**config.mk**
```make
export PLATFORM = sky130hd
export DESIGN_NAME = rv_lsu
export DESIGN_NICKNAME = d
export VERILOG_FILES = /design/src/rtl/rv_lsu.sv
export SDC_FILE = /design/constraint.sdc
export NUM_CORES = 1
export LEC_CHECK = 0
export ABC_AREA = 0
export CAP_MARGIN = 20
export CORE_AREA = 2 2 158 160
export CTS_BUF_LIST = sky130_fd_sc_hd__clkbuf_16
export DETAILED_ROUTE_END_ITERATION = 12
export DIE_AREA = 0 0 160 162
export DONT_BUFFER_PORTS = 1
export GPL_TIMING_DRIVEN = 1
export HOLD_SLACK_MARGIN = 0.05
export PLACE_DENSITY = 0.71
export SYNTH_ARGS = -nofsm -noshare
export SYNTH_HDL_FRONTEND = slang
export SYNTH_SLANG_ARGS = --single-unit
export TNS_END_PERCENT = 5
```
**constraint.sdc**
```tcl
create_clock -name clk -period 4.05 [get_ports clk]
set_input_delay 1.215 -clock clk [delete_from_list [all_inputs] [get_ports clk]]
set_output_delay 1.215 -clock clk [all_outputs]
set_load 0.005 [all_outputs]
```
**src/rtl/rv_lsu.sv**
```systemverilog
// ============================================================================
//  Module   : rv_lsu
//  Brief    : RV64 load/store unit. Drives a req/gnt/rvalid data-memory bus,
//             stalls the pipeline until the access completes, lane-aligns
//             store data / byte enables, extends load data, and flags
//             misaligned or illegal-size accesses.
//  Revision : 1.0 - initial release
// ============================================================================
`default_nettype none

module rv_lsu #(
  parameter int XLEN = 64
) (
  input  logic              clk,
  input  logic              rst,
  input  logic              mem_read_i,
  input  logic              mem_write_i,
  input  logic [2:0]        funct3_i,
  input  logic [XLEN-1:0]   addr_i,
  input  logic [XLEN-1:0]   wdata_i,
  output logic              stall_o,
  output logic              done_o,
  output logic [XLEN-1:0]   rdata_o,
  output logic              excp_o,
  output logic              dmem_req_o,
  output logic              dmem_we_o,
  output logic [XLEN-1:0]   dmem_addr_o,
  output logic [XLEN-1:0]   dmem_wdata_o,
  output logic [XLEN/8-1:0] dmem_be_o,
  input  logic              dmem_gnt_i,
  input  logic              dmem_rvalid_i,
  input  logic [XLEN-1:0]   dmem_rdata_i
);

  localparam int NB = XLEN / 8;

  localparam logic [1:0] S_IDLE = 2'd0;
  localparam logic [1:0] S_REQ  = 2'd1;
  localparam logic [1:0] S_WAIT = 2'd2;
  localparam logic [1:0] S_DONE = 2'd3;

  logic [1:0]      state_q, state_d;
  logic            req_q, req_d;
  logic            we_q, we_d;
  logic [XLEN-1:0] addr_q, addr_d;
  logic [XLEN-1:0] wdata_q, wdata_d;
  logic [NB-1:0]   be_q, be_d;
  logic [XLEN-1:0] rdata_q, rdata_d;
  logic            done_q, done_d;
  logic            excp_q, excp_d;
  logic [2:0]      f3_q, f3_d;
  logic [2:0]      off_q, off_d;

  logic            acc;
  logic            is_store;
  logic            illegal;
  logic            misal;
  logic            bad;
  logic [NB-1:0]   size_mask;
  logic [NB-1:0]   be_new;
  logic [XLEN-1:0] wdata_sh;
  logic [XLEN-1:0] wdata_new;
  logic [XLEN-1:0] rdata_sh;
  logic [XLEN-1:0] load_ext;

  // Decode the incoming request: legality, alignment and lane placement
  always_comb begin
    acc      = mem_read_i | mem_write_i;
    is_store = mem_write_i;  // read+write together resolves to a store
    illegal  = is_store ? funct3_i[2] : (funct3_i == 3'b111);
    case (funct3_i[1:0])
      2'd1:    misal = addr_i[0];
      2'd2:    misal = |addr_i[1:0];
      2'd3:    misal = |addr_i[2:0];
      default: misal = 1'b0;
    endcase
    bad = misal | illegal;
    case (funct3_i[1:0])
      2'd0:    size_mask = NB'(8'h01);
      2'd1:    size_mask = NB'(8'h03);
      2'd2:    size_mask = NB'(8'h0F);
      default: size_mask = NB'(8'hFF);
    endcase
    be_new   = size_mask << addr_i[2:0];
    wdata_sh = wdata_i << {addr_i[2:0], 3'b000};
    wdata_new = '0;
    // Lanes not enabled are driven to zero rather than carrying rs2 junk
    for (int i = 0; i < NB; i++) begin
      wdata_new[8*i +: 8] = be_new[i] ? wdata_sh[8*i +: 8] : 8'h00;
    end
  end

  // Extract the addressed bytes from the returned doubleword and extend
  always_comb begin
    rdata_sh = dmem_rdata_i >> {off_q, 3'b000};
    case (f3_q)
      3'b000:  load_ext = {{(XLEN-8){rdata_sh[7]}},   rdata_sh[7:0]};
      3'b001:  load_ext = {{(XLEN-16){rdata_sh[15]}}, rdata_sh[15:0]};
      3'b010:  load_ext = {{(XLEN-32){rdata_sh[31]}}, rdata_sh[31:0]};
      3'b100:  load_ext = {{(XLEN-8){1'b0}},          rdata_sh[7:0]};
      3'b101:  load_ext = {{(XLEN-16){1'b0}},         rdata_sh[15:0]};
      3'b110:  load_ext = {{(XLEN-32){1'b0}},         rdata_sh[31:0]};
      default: load_ext = rdata_sh;
    endcase
  end

  // State register and all registered outputs
  always_ff @(posedge clk) begin
    if (rst) begin
      state_q <= S_IDLE;
      req_q   <= 1'b0;
      we_q    <= 1'b0;
      addr_q  <= '0;
      wdata_q <= '0;
      be_q    <= '0;
      rdata_q <= '0;
      done_q  <= 1'b0;
      excp_q  <= 1'b0;
      f3_q    <= 3'b000;
      off_q   <= 3'b000;
    end else begin
      state_q <= state_d;
      req_q   <= req_d;
      we_q    <= we_d;
      addr_q  <= addr_d;
      wdata_q <= wdata_d;
      be_q    <= be_d;
      rdata_q <= rdata_d;
      done_q  <= done_d;
      excp_q  <= excp_d;
      f3_q    <= f3_d;
      off_q   <= off_d;
    end
  end

  // Next-state logic for the access sequencer
  always_comb begin
    state_d = state_q;
    case (state_q)
      S_IDLE:  if (acc && !bad) state_d = S_REQ;
      S_REQ:   if (dmem_gnt_i) state_d = we_q ? S_DONE : S_WAIT;
      S_WAIT:  if (dmem_rvalid_i) state_d = S_DONE;
      default: state_d = S_IDLE;
    endcase
  end

  // Output / datapath next values and the combinational stall
  always_comb begin
    req_d   = req_q;
    we_d    = we_q;
    addr_d  = addr_q;
    wdata_d = wdata_q;
    be_d    = be_q;
    rdata_d = rdata_q;
    f3_d    = f3_q;
    off_d   = off_q;
    done_d  = 1'b0;
    excp_d  = 1'b0;
    case (state_q)
      S_IDLE: begin
        if (acc && bad) begin
          excp_d = 1'b1;
        end else if (acc) begin
          req_d   = 1'b1;
          we_d    = is_store;
          addr_d  = {addr_i[XLEN-1:3], 3'b000};
          wdata_d = wdata_new;
          be_d    = be_new;
          f3_d    = funct3_i;
          off_d   = addr_i[2:0];
        end
      end
      S_REQ: begin
        if (dmem_gnt_i) begin
          req_d  = 1'b0;
          done_d = we_q;
        end
      end
      S_WAIT: begin
        if (dmem_rvalid_i) begin
          rdata_d = load_ext;
          done_d  = 1'b1;
        end
      end
      default: ;
    endcase
    stall_o = ~rst & acc & ~bad & (state_q != S_DONE);
  end

  assign done_o       = done_q;
  assign excp_o       = excp_q;
  assign rdata_o      = rdata_q;
  assign dmem_req_o   = req_q;
  assign dmem_we_o    = we_q;
  assign dmem_addr_o  = addr_q;
  assign dmem_wdata_o = wdata_q;
  assign dmem_be_o    = be_q;

endmodule

`default_nettype wire

```
==> flow_metrics.env <==
export IMPL_htree_levels=1
export IMPL_vdd_ir_drop_max_mv=0.371
export IMPL_finClkSkew_ns=0.0129
export IMPL_firstDrtPassIters=6
export IMPL_slew_viol_final=0
export IMPL_synth_warning_count=0
export IMPL_static_leakage_power_nw=3.92
export IMPL_initial_antenna_violation_count=0
export IMPL_cts_path_max_buffers=3
export IMPL_core_um2=24100
export IMPL_power_sequential_fraction=0.407
export IMPL_critical_path_endpoint_category="output pin"
export IMPL_cts_tree="built"
export IMPL_avgViaCountPerCell=6.68
export IMPL_share_comb_of_total_power=0.260
export IMPL_criticalPathCategory="primary input to output pin"
export IMPL_netSwitchingPower_mw=2.24
export IMPL_finalWeightedCongestion=0.976
export IMPL_synth_ff_latch_count=209
export IMPL_timing_hold_violations_final=0
export IMPL_cts_resized_gates=0
export IMPL_port_buffers=0
export IMPL_cts_buf_count=24
export IMPL_most_common_layout_cells="dfxtp_1 (207), o21ai_0 (183), nand2_1 (118)"
export IMPL_maxClockFrequency_ghz=0.277
export IMPL_timing_critical_path_from_type="primary input"
export IMPL_fin_crit_ns=3.62
export IMPL_final_min_period_over_clock_period=0.893
export IMPL_yosysSeqAreaShare=0.370
export IMPL_regToRegSetupSlack_ns=1.20
export IMPL_worst_hold_slack_ns=0.492
export IMPL_globalRouteOverflowTotal=0
export IMPL_io_pin_count=406
export IMPL_route_antenna_remaining_nets=0
export IMPL_yosys_most_used_dff="dfxtp_1"
export IMPL_die_x_um=160
export IMPL_floorplan_initialDensity=0.470
export IMPL_wire_length_of_the_first_global_routing_pass_um=58300
export IMPL_final_setup_viol_count=0
export IMPL_critical_path_slowest_cell="nor4_1"
export IMPL_post_cts_setup_buffers=0
export IMPL_clk_transition_reported_paths_ns=0.05
export IMPL_totalWireLength_um=38900
export IMPL_count_of_hold_buffers_inserted_by_post_cts_repair=0
export IMPL_synth_cell_type_count=52
export IMPL_slowest_delay_ns=0.51
export IMPL_grt_setup_unrepaired="no"
export IMPL_via_total_after_detailed_routing=10321
export IMPL_mostFrequentLayoutCell="dfxtp_1"
export IMPL_dp_hpwl_um=27100
export IMPL_num_antenna_cells=0
export IMPL_status="complete, no violations"
export IMPL_synth_area_leader_cell="dfxtp_1"
export IMPL_worst_path_max_fanout=27
export IMPL_die_height_um=162
export IMPL_cts_sink_count=209
export IMPL_setup_tns_ns=0
export IMPL_final_fill_count=2280
export IMPL_wl_per_cell_um=25.2
export IMPL_placementRows=57
export IMPL_hold_path_class="flop to flop"
export IMPL_async_flop_share=0
export IMPL_slew_headroom=0.322
export IMPL_yosys_top_cells_area="dfxtp_1 (37%), mux2i_1 (9.6%), o21ai_0 (8.1%), mux4_2 (5.2%), a21oi_1 (4.7%)"
export IMPL_grt_pass1_vias=9454
export IMPL_powerDensity_nw_per_um2=533
export IMPL_worst_skew_pair_late_latency_ns=0.52
export IMPL_area_growth_syn_to_layout_pct=6.48
export IMPL_pwr_share_clk=0.333
export IMPL_fp_dieArea_um2=25900
export IMPL_worst_endpoint_required_ns=2.83
export IMPL_cell_area_synth_um2=11300
export IMPL_cp_data_arrival_time_ns=2.40
export IMPL_clk_root_buffer_cell="clkbuf_16"
export IMPL_syn_mean_instance_area_um2=8.67
export IMPL_synth_edff_count=0
export IMPL_final_layout_size_suffix_gt1_frac=0.104
export IMPL_nNetsFinal=1409
export IMPL_remaining_drc_errors=0
export IMPL_drt_initial_drc_count=1201
export IMPL_post_synth_top_area_fraction=0.370
export IMPL_synth_cells=1306
export IMPL_gr_usage_all_layers=0.282
export IMPL_worst_margin_pin_slew_ns=1.00
export IMPL_grt_start_max_net_pins=141
export IMPL_worstPathCellList="nor4_2 > o221ai_4 > nor4_1"
export IMPL_netSwitchingFraction=0.349
export IMPL_p_int_mw=4.18
export IMPL_timing_max_cap_violations=0
[power by group through the flow]
stage | logic, mW | registers (mW) | clock network, mW
5_1_grt | 1.82 | 2.64 | 2.25
2_1_floorplan | 1.38 | 2.51 | 0
4_1_cts | 1.64 | 2.61 | 2.16
3_3_place_gp | 1.60 | 2.65 | 0
3_5_place_dp | 1.64 | 2.65 | 0
6_report | 1.67 | 2.61 | 2.14
[worst max-delay path, delay by kind of cell]
family | cells | cell delay [ns]
AO/OA/AOI/OAI | 1 | 0.18
AND/OR/NAND/NOR | 2 | 1.00
[cell type report]
type                            count  area (um2)  share of cell area
Clock buffer                       26         651              0.0540
Clock inverter                     16         123              0.0102
Inverter                            7        26.3             0.00218
Multi-Input combinational cell    942        6490               0.539
Sequential cell                   209        4190               0.348
Tap cell                          324         405              0.0336
Timing Repair Buffer               20         163              0.0135
[Yosys cell counts, types with 2 or more instances]
cell type,number
a211o_1,7
a211oi_1,10
a211oi_2,2
a21oi_1,107
a22oi_1,9
a311oi_1,7
a31oi_1,33
a41oi_1,23
a41oi_2,10
and2_1,4
buf_1,9
buf_2,31
buf_4,8
buf_6,4
clkbuf_1,97
dfxtp_1,209
ha_1,4
inv_1,5
inv_2,2
mux2_1,3
mux2_2,12
mux2i_1,109
mux4_2,26
nand2_1,118
nand2b_1,20
nand3_1,70
nand3_2,3
nand3b_1,17
nand4_1,9
nor2_1,36
nor2b_1,14
nor3_1,7
nor4_1,2
o2111ai_1,2
o211ai_1,9
o21ai_0,183
o2bb2ai_1,32
o32ai_1,32
or2_2,8
[state kept, by name, indices dropped and copies added, names as in the netlist, 2 cells and up]
signal        cells
f3_q              3
rdata_o          64
dmem_be_o         8
state_q           2
dmem_wdata_o     64
dmem_addr_o      61
off_q             3
[final timing paths]
check / from / end / cells after the start
setup / recovery: addr_i[2] / stall_o / 3
hold / removal: dmem_wdata_o[50]$_SDFFE_PP0P_ / dmem_wdata_o[50]$_SDFFE_PP0P_ / 1
hold reg to reg: dmem_wdata_o[50]$_SDFFE_PP0P_ / dmem_wdata_o[50]$_SDFFE_PP0P_ / 1
setup reg to reg: off_q[1]$_SDFFE_PP0P_ / rdata_o[32]$_SDFFE_PP0P_ / 6
[layer usage]
metal | wire length [um] | vias to the layer above | GRT usage | share of wire
met5 | 0 | - | 0 | 0
met2 | 17200 | 645 | 0.429 | 0.44
li1 | - | 4680 | - | -
met3 | 4690 | 100 | 0.0866 | 0.12
met4 | 1470 | 0 | 0.104 | 0.038
met1 | 15500 | 4896 | 0.378 | 0.40
[logic make-up after synthesis]
| group | after synthesis | share of synthesized area |
|---|---|---|
| xor gates and xnor gates | 1 | 0.000774 |
| AOI/OAI and AO/OA | 471 | 0.265 |
| adders and majority gates | 4 | 0.00442 |
| buffers and inverters | 157 | 0.0618 |
| muxes | 150 | 0.163 |
| DFF | 209 | 0.370 |
| and+or+nand+nor | 313 | 0.135 |
| other | 1 | 0.000331 |
[metrics by stage]
stage	std cells	power [mW]	util	setup slack [ns]	cell area, um2
6_report	1544	6.42	0.500	0.434	12100
5_1_grt	1544	6.70	0.500	0.414	12100
4_1_cts	1544	6.42	0.500	0.488	12100
3_5_place_dp	1502	4.29	0.468	0.494	11300
3_3_place_gp	1502	4.25	0.468	0.509	11300
2_1_floorplan	1308	3.90	-	0.262	11300
No activity file was read; power rests on OpenSTA's default activity.
